$ cat src/rtl/rr_mux_arb_pkg.sv
// Shared constants and helpers for the round-robin / fixed-priority output mux.
package rr_mux_pkg;

  localparam logic MODE_RR    = 1'b0;
  localparam logic MODE_FIXED = 1'b1;

  // Index width that never collapses to zero bits.
  function automatic int unsigned clog2_safe(input int unsigned n);
    return (n <= 2) ? 1 : $clog2(n);
  endfunction

endpackage

$ cat src/rtl/rr_mux_arb_if.sv
// Producer-side and consumer-side handshake bundle for rr_mux_arb.
interface rr_mux_arb_if
  import rr_mux_pkg::*;
#(
  parameter int unsigned N     = 4,
  parameter int unsigned WIDTH = 8
);
  localparam int unsigned SELW = clog2_safe(N);

  logic                 en;
  logic                 mode;
  logic [N-1:0]         in_valid;
  logic [N*WIDTH-1:0]   in_data;
  logic [N-1:0]         in_ready;
  logic                 out_valid;
  logic [WIDTH-1:0]     out_data;
  logic [SELW-1:0]      out_sel;
  logic                 out_ready;

  // Arbiter side.
  modport slave (
    input  en, mode, in_valid, in_data, out_ready,
    output in_ready, out_valid, out_data, out_sel
  );

  // Environment side: producers plus consumer.
  modport master (
    output en, mode, in_valid, in_data, out_ready,
    input  in_ready, out_valid, out_data, out_sel
  );
endinterface

$ cat src/rtl/rr_mux_arb_grant.sv
// Combinational round-robin grant: lowest request at or above the pointer, wrapping to 0.
module rr_grant
  import rr_mux_pkg::*;
#(
  parameter int unsigned N = 4,
  localparam int unsigned SELW = clog2_safe(N)
) (
  input  logic [N-1:0]    i_req,
  input  logic [SELW-1:0] i_ptr,
  output logic [N-1:0]    o_gnt,
  output logic [SELW-1:0] o_idx,
  output logic            o_any
);

  logic [N-1:0]   w_mask;
  logic [2*N-1:0] w_dbl;
  logic [SELW:0]  w_pos;
  logic           w_found;

  // Keep only requests at or above the pointer in the low copy; the high copy covers the wrap.
  always_comb begin
    w_mask = '0;
    for (int i = 0; i < int'(N); i++) begin
      w_mask[i] = (i >= int'(i_ptr));
    end
  end

  assign w_dbl = {i_req, i_req & w_mask};

  // Lowest set bit of the double-width vector.
  always_comb begin
    w_pos   = '0;
    w_found = 1'b0;
    for (int i = 0; i < int'(2 * N); i++) begin
      if (!w_found && w_dbl[i]) begin
        w_pos   = (SELW + 1)'(i);
        w_found = 1'b1;
      end
    end
  end

  assign o_any = |i_req;
  assign o_idx = (w_pos >= (SELW + 1)'(N)) ? SELW'(w_pos - (SELW + 1)'(N)) : SELW'(w_pos);
  assign o_gnt = o_any ? (N'(1) << o_idx) : '0;

endmodule

$ cat src/rtl/rr_mux_arb.sv
// N-channel registered mux; each output word is won by round-robin or fixed-priority arbitration.
module rr_mux_arb
  import rr_mux_pkg::*;
#(
  parameter int unsigned N     = 4,
  parameter int unsigned WIDTH = 8,
  localparam int unsigned SELW = clog2_safe(N)
) (
  input  logic         clk,
  input  logic         rst_n,
  rr_mux_arb_if.slave  bus
);

  logic [SELW-1:0]  r_ptr;
  logic             r_out_valid;
  logic [WIDTH-1:0] r_out_data;
  logic [SELW-1:0]  r_out_sel;

  logic [SELW-1:0]  w_ptr_eff;
  logic [N-1:0]     w_gnt;
  logic [SELW-1:0]  w_idx;
  logic             w_any;
  logic             w_load_ok;
  logic             w_xfer;
  logic [WIDTH-1:0] w_data;

  // Fixed priority is round-robin searched from channel 0; the stored pointer is left untouched.
  assign w_ptr_eff = (bus.mode == MODE_FIXED) ? '0 : r_ptr;

  rr_grant #(
    .N (N)
  ) u_grant (
    .i_req (bus.in_valid),
    .i_ptr (w_ptr_eff),
    .o_gnt (w_gnt),
    .o_idx (w_idx),
    .o_any (w_any)
  );

  // Output slot is free when empty or being drained this cycle.
  assign w_load_ok = bus.en & (~r_out_valid | bus.out_ready);

  // rst_n gating keeps producers from seeing an accept while reset is held.
  assign w_xfer      = rst_n & w_load_ok & w_any;
  assign bus.in_ready = w_xfer ? w_gnt : '0;

  assign w_data = bus.in_data[w_idx*WIDTH +: WIDTH];

  // Output register, pointer advance and drain.
  always_ff @(posedge clk or negedge rst_n) begin
    if (!rst_n) begin
      r_ptr       <= '0;
      r_out_valid <= 1'b0;
      r_out_data  <= '0;
      r_out_sel   <= '0;
    end else if (w_xfer) begin
      r_out_valid <= 1'b1;
      r_out_data  <= w_data;
      r_out_sel   <= w_idx;
      if (bus.mode == MODE_RR) begin
        r_ptr <= (w_idx == SELW'(N - 1)) ? '0 : w_idx + 1'b1;
      end
    end else if (r_out_valid && bus.out_ready) begin
      r_out_valid <= 1'b0;
    end
  end

  assign bus.out_valid = r_out_valid;
  assign bus.out_data  = r_out_data;
  assign bus.out_sel   = r_out_sel;

endmodule

$ cat src/flat_wrapper.sv
// flat-port wrapper written by rule: the top's interface ports become plain ports
module rr_mux_arb_flat import rr_mux_pkg::*;
#(
  parameter int unsigned N     = 4,
  parameter int unsigned WIDTH = 8,
  localparam int unsigned SELW = clog2_safe(N)
)
  (clk, rst_n, bus_en, bus_mode, bus_in_valid, bus_in_data, bus_out_ready, bus_in_ready, bus_out_valid, bus_out_data, bus_out_sel);
  rr_mux_arb_if #(.N(N), .WIDTH(WIDTH)) bus_i ();
  input  logic clk;
  input  logic rst_n;
  input wire logic [$bits(bus_i.en)-1:0] bus_en;
  input wire logic [$bits(bus_i.mode)-1:0] bus_mode;
  input wire logic [$bits(bus_i.in_valid)-1:0] bus_in_valid;
  input wire logic [$bits(bus_i.in_data)-1:0] bus_in_data;
  input wire logic [$bits(bus_i.out_ready)-1:0] bus_out_ready;
  output wire logic [$bits(bus_i.in_ready)-1:0] bus_in_ready;
  output wire logic [$bits(bus_i.out_valid)-1:0] bus_out_valid;
  output wire logic [$bits(bus_i.out_data)-1:0] bus_out_data;
  output wire logic [$bits(bus_i.out_sel)-1:0] bus_out_sel;
  assign bus_i.en = bus_en;
  assign bus_i.mode = bus_mode;
  assign bus_i.in_valid = bus_in_valid;
  assign bus_i.in_data = bus_in_data;
  assign bus_i.out_ready = bus_out_ready;
  assign bus_in_ready = bus_i.in_ready;
  assign bus_out_valid = bus_i.out_valid;
  assign bus_out_data = bus_i.out_data;
  assign bus_out_sel = bus_i.out_sel;
  rr_mux_arb #(.N(N), .WIDTH(WIDTH)) u_core (.clk(clk), .rst_n(rst_n), .bus(bus_i));
endmodule
$ cat config.mk
export PLATFORM = sky130hd
export DESIGN_NAME = rr_mux_arb_flat
export DESIGN_NICKNAME = d
export VERILOG_FILES = /design/src/rtl/rr_mux_arb_pkg.sv /design/src/rtl/rr_mux_arb_if.sv /design/src/rtl/rr_mux_arb_grant.sv /design/src/rtl/rr_mux_arb.sv /design/src/flat_wrapper.sv
export SDC_FILE = /design/constraint.sdc
export NUM_CORES = 1
export LEC_CHECK = 0
export CAP_MARGIN = 25
export CORE_MARGIN = 5
export CORE_UTILIZATION = 38
export DETAILED_ROUTE_END_ITERATION = 8
export HOLD_SLACK_MARGIN = 0.03
export PLACE_DENSITY = 0.79
export SYNTH_ARGS = -nofsm -noshare
export SYNTH_HDL_FRONTEND = slang
export SYNTH_HIERARCHICAL = 1
export SYNTH_SLANG_ARGS = --single-unit
export TNS_END_PERCENT = 5
$ cat constraint.sdc
create_clock -name clk -period 2.8 [get_ports clk]
set_clock_uncertainty 0.15 [all_clocks]
set_input_delay 0.56 -clock clk [delete_from_list [all_inputs] [get_ports clk]]
set_output_delay 0.56 -clock clk [all_outputs]
set_load 0.02 [all_outputs]
==> impl_metrics.py, run 1 <==
metrics = {
    "worst_setup_path": {
        "timing.rr.start": "u_core/r_ptr[1]$_DFFE_PN0P_",
        "reg2reg_depth": 8,
        "cp_slowest_cell": "mux4_2",
        "cp_cell_sequence": "clkdlybuf4s50_1 -> buf_4 -> nand2b_1 -> a21oi_1 -> a311oi_2 -> buf_4 -> mux4_2 -> mux2_4",
        "rrSetupSlack_ps": 360,
        "critPathBufInv": 3,
        "reg2reg_to": "u_core/bus.out_data[5]$_DFFE_PN0P_",
        "path_max_fanout": 6,
        "cpLargestDelayFamily": "buffers and inverters",
        "worstSetupPathType": "primary input to flop",
        "worstSetupStartpointType": "primary input",
        "end_kind": "flop",
        "worstPathRequired_ps": 2820,
        "slowest_delay_ps": 510,
        "crit_top_cell": "buf_4",
        "arrival_ps": 2710,
    },
    "global_route": {
        "grt_overflow": 0,
        "grtUsageTotal": 0.170,
        "grt_antenna_before_repair": 0,
        "grt_pass1_wl_microns": 4530,
        "grt_pass1_vias": 973,
        "grt_max_degree": 14,
    },
    "place": {
        "io_buffer_count": 55,
        "pre_cts_ws_ps": -358,
        "dp_hpwl_microns": 2670,
        "gp_congestion": 0.793,
        "dp_cells": 176,
    },
    "cells_and_area": {
        "drive_gt1_frac": 0.340,
        "layout_common_cells": "clkdlybuf4s50_1, buf_4, dfrtp_1",
        "regArea_sq_um": 325,
        "multi_input_area_sq_um": 608,
        "diodes": 0,
        "final_cells": 180,
        "area_growth_pct": 69.3,
        "fin_nets": 193,
        "final_common_cell": "clkdlybuf4s50_1",
        "nFillCells": 201,
    },
    "clock_tree": {
        "clock_latency_ps": 280,
        "htreeDepth": 1,
        "clk_root_buffer_cell": "clkbuf_4",
        "clkTransAtPathRegs_ps": 80,
        "max-clock-path-buffers": 2,
        "cts.sinks": 13,
        "cts_tree": "done",
        "numCtsBuffers": 3,
    },
    "timing": {
        "worst_slew_pin_slew_ps": 283,
        "setup_viol": 0,
        "hold_violations": 0,
        "fmax_ghz": 0.371,
        "setup_ws_ps": 105,
        "fin_crit_ps": 2690,
        "fin_crit_sh": 0.962,
        "relSlewSlack": 0.810,
        "rsz0062_at_grt": "false",
        "maxSlewViolCount": 0,
    },
    "synthesis": {
        "ys_seq_elements": 13,
        "ys_seq_area_frac": 0.331,
        "syn_nets": 123,
        "syn_avg_cell_area_sq_um": 12.1,
        "synth_cell_types": 31,
        "syn_inst": 81,
        "ys_warn_count": 6,
        "syn_area_sq_um": 983,
    },
    "power": {
        "switching_share": 0.343,
        "combPwrFrac": 0.600,
        "p_int_mw": 0.693,
        "p_clk_frac": 0.112,
        "power_leakage_nw": 0.712,
        "pwr-share-seq": 0.288,
        "ir_drop_uv": 563,
        "p_switching_mw": 0.361,
        "p_per_area_nw_per_um2": 633,
    },
    "route": {
        "vias": 955,
        "initialDrtViolationCount": 32,
        "drt_wl_total_microns": 3150,
        "drt-wirelength-per-cell_microns": 17.5,
        "drc_errors": 0,
        "firstDrtPassIters": 4,
        "vias_per_cell": 5.31,
        "ant_nets": 0,
    },
    "flow_run": {
        "maxCapViolCount": 0,
    },
    "floorplan": {
        "die_x_microns": 60.9,
        "die_y_microns": 60.9,
        "core_area_sq_um": 2480,
        "num_rows": 18,
        "ioPinCount": 56,
        "die-area_sq_um": 3710,
        "start_util": 0.397,
    },
    "hold_path": {
        "hold_path_depth": 1,
        "min-delay-start": "u_core/bus.out_data[2]$_DFFE_PN0P_",
        "min_path_type": "flop to flop",
        "min_to": "u_core/bus.out_data[2]$_DFFE_PN0P_",
    },
    "status": {
        "status": "complete, no violations",
    },
}
-- synthesized netlist by cell type, drive strengths merged --
cell	count	area [sq um]
a21boi	1	7.51
a21oi	5	25.0
a22o	1	8.76
a311oi	1	8.76
and2	5	31.3
and2b	2	16.3
buf	4	35.0
clkbuf	3	13.8
dfrtp	13	325
ha	1	12.5
inv	3	11.3
mux2	12	165
mux2i	1	10.0
mux4	8	180
nand2	1	3.75
nand2b	2	12.5
nand3	1	5.00
nor2	6	30.0
nor2b	2	12.5
nor3	1	5.00
o21ai	3	15.0
o21bai	1	7.51
o221a	2	22.5
o2bb2a	1	10.0
o2bb2ai	1	8.76
-- layer usage --
layer	routed length (microns)	share of wire	global-route usage	up-vias
li1	-	-	-	440
met1	1100	0.35	0.176	468
met2	1890	0.60	0.339	41
met3	134	0.043	0.0404	6
met4	34	0.011	0.0402	0
met5	0	0	0	-
-- state kept, by name, summed over array words and instances, names as in the netlist --
name                  flops
u_core/bus.out_data       8
u_core/r_ptr              2
u_core/bus.out_sel        2
u_core/bus.out_valid      1
-- final cells by class --
type,count,area share
Multi-Input combinational cell,58,0.365
Timing Repair Buffer,72,0.394
Clock buffer,4,0.0158
Inverter,3,0.00676
Tap cell,30,0.0225
Sequential cell,13,0.195
-- how the worst max path moves through the flow --
stage / start / end / slack, ps / cells after the start
detailed placement: bus_mode / u_core/bus.out_data[7]$_DFFE_PN0P_ / -360 / 9
CTS: bus_in_valid[1] / bus_in_ready[1] / 40 / 7
global placement: bus_mode / bus_in_ready[0] / -310 / 8
floorplan: bus_mode / u_core/bus.out_data[0]$_DFFE_PN0P_ / 110 / 8
finish: bus_in_valid[2] / u_core/bus.out_data[5]$_DFFE_PN0P_ / 110 / 8
global route: bus_in_valid[2] / u_core/bus.out_data[4]$_DFFE_PN0P_ / 50 / 8
-- power by group through the flow --
stage          logic, mW  clock network, mW  registers, mW
6_report           0.633              0.118          0.303
5_1_grt            0.667              0.130          0.315
4_1_cts            0.636              0.124          0.304
3_5_place_dp       0.634                  0          0.309
3_3_place_gp       0.617                  0          0.302
2_1_floorplan      0.285                  0          0.380
-- stage by stage --
step | setup TNS (ps) | instance area, sq um | hold slack [ps] | util | power [mW]
final | 0 | 1670 | 366 | 0.672 | 1.05
after global routing | 0 | 1670 | 385 | 0.672 | 1.11
after CTS | 0 | 1670 | 365 | 0.675 | 1.06
after detailed placement | -4500 | 1660 | 346 | 0.669 | 0.942
after global placement | -3460 | 1660 | 335 | 0.669 | 0.919
after floorplan | 0 | 983 | 114 | - | 0.664
-- cells by family after synthesis --
kind of cell    share of synthesized area
buf+inv                            0.0611
compound gates                      0.116
fa+ha+maj                          0.0127
mux                                 0.361
simple gates                        0.118
flops                               0.331
-- timing repair --
action                                 4_1_cts  5_1_grt
pin swaps                                    1        0
setup buffers                                0        0
endpoints found under the hold margin        0        0
gates resized for setup                     13        4
hold buffers                                 0        0
setup endpoints to repair                   12        2
(Power assumes the default switching activity.)
==> inputs of run 2 (changes only) <==
--- a/config.mk
+++ b/config.mk
@@ -8,6 +8,7 @@
 export CAP_MARGIN = 25
 export CORE_MARGIN = 5
 export CORE_UTILIZATION = 38
+export CTS_CLUSTER_SIZE = 8
 export DETAILED_ROUTE_END_ITERATION = 8
 export HOLD_SLACK_MARGIN = 0.03
 export PLACE_DENSITY = 0.79
==> results of run 2 <==
No change in the layout: final DEF, timing and power equal those of run 1.
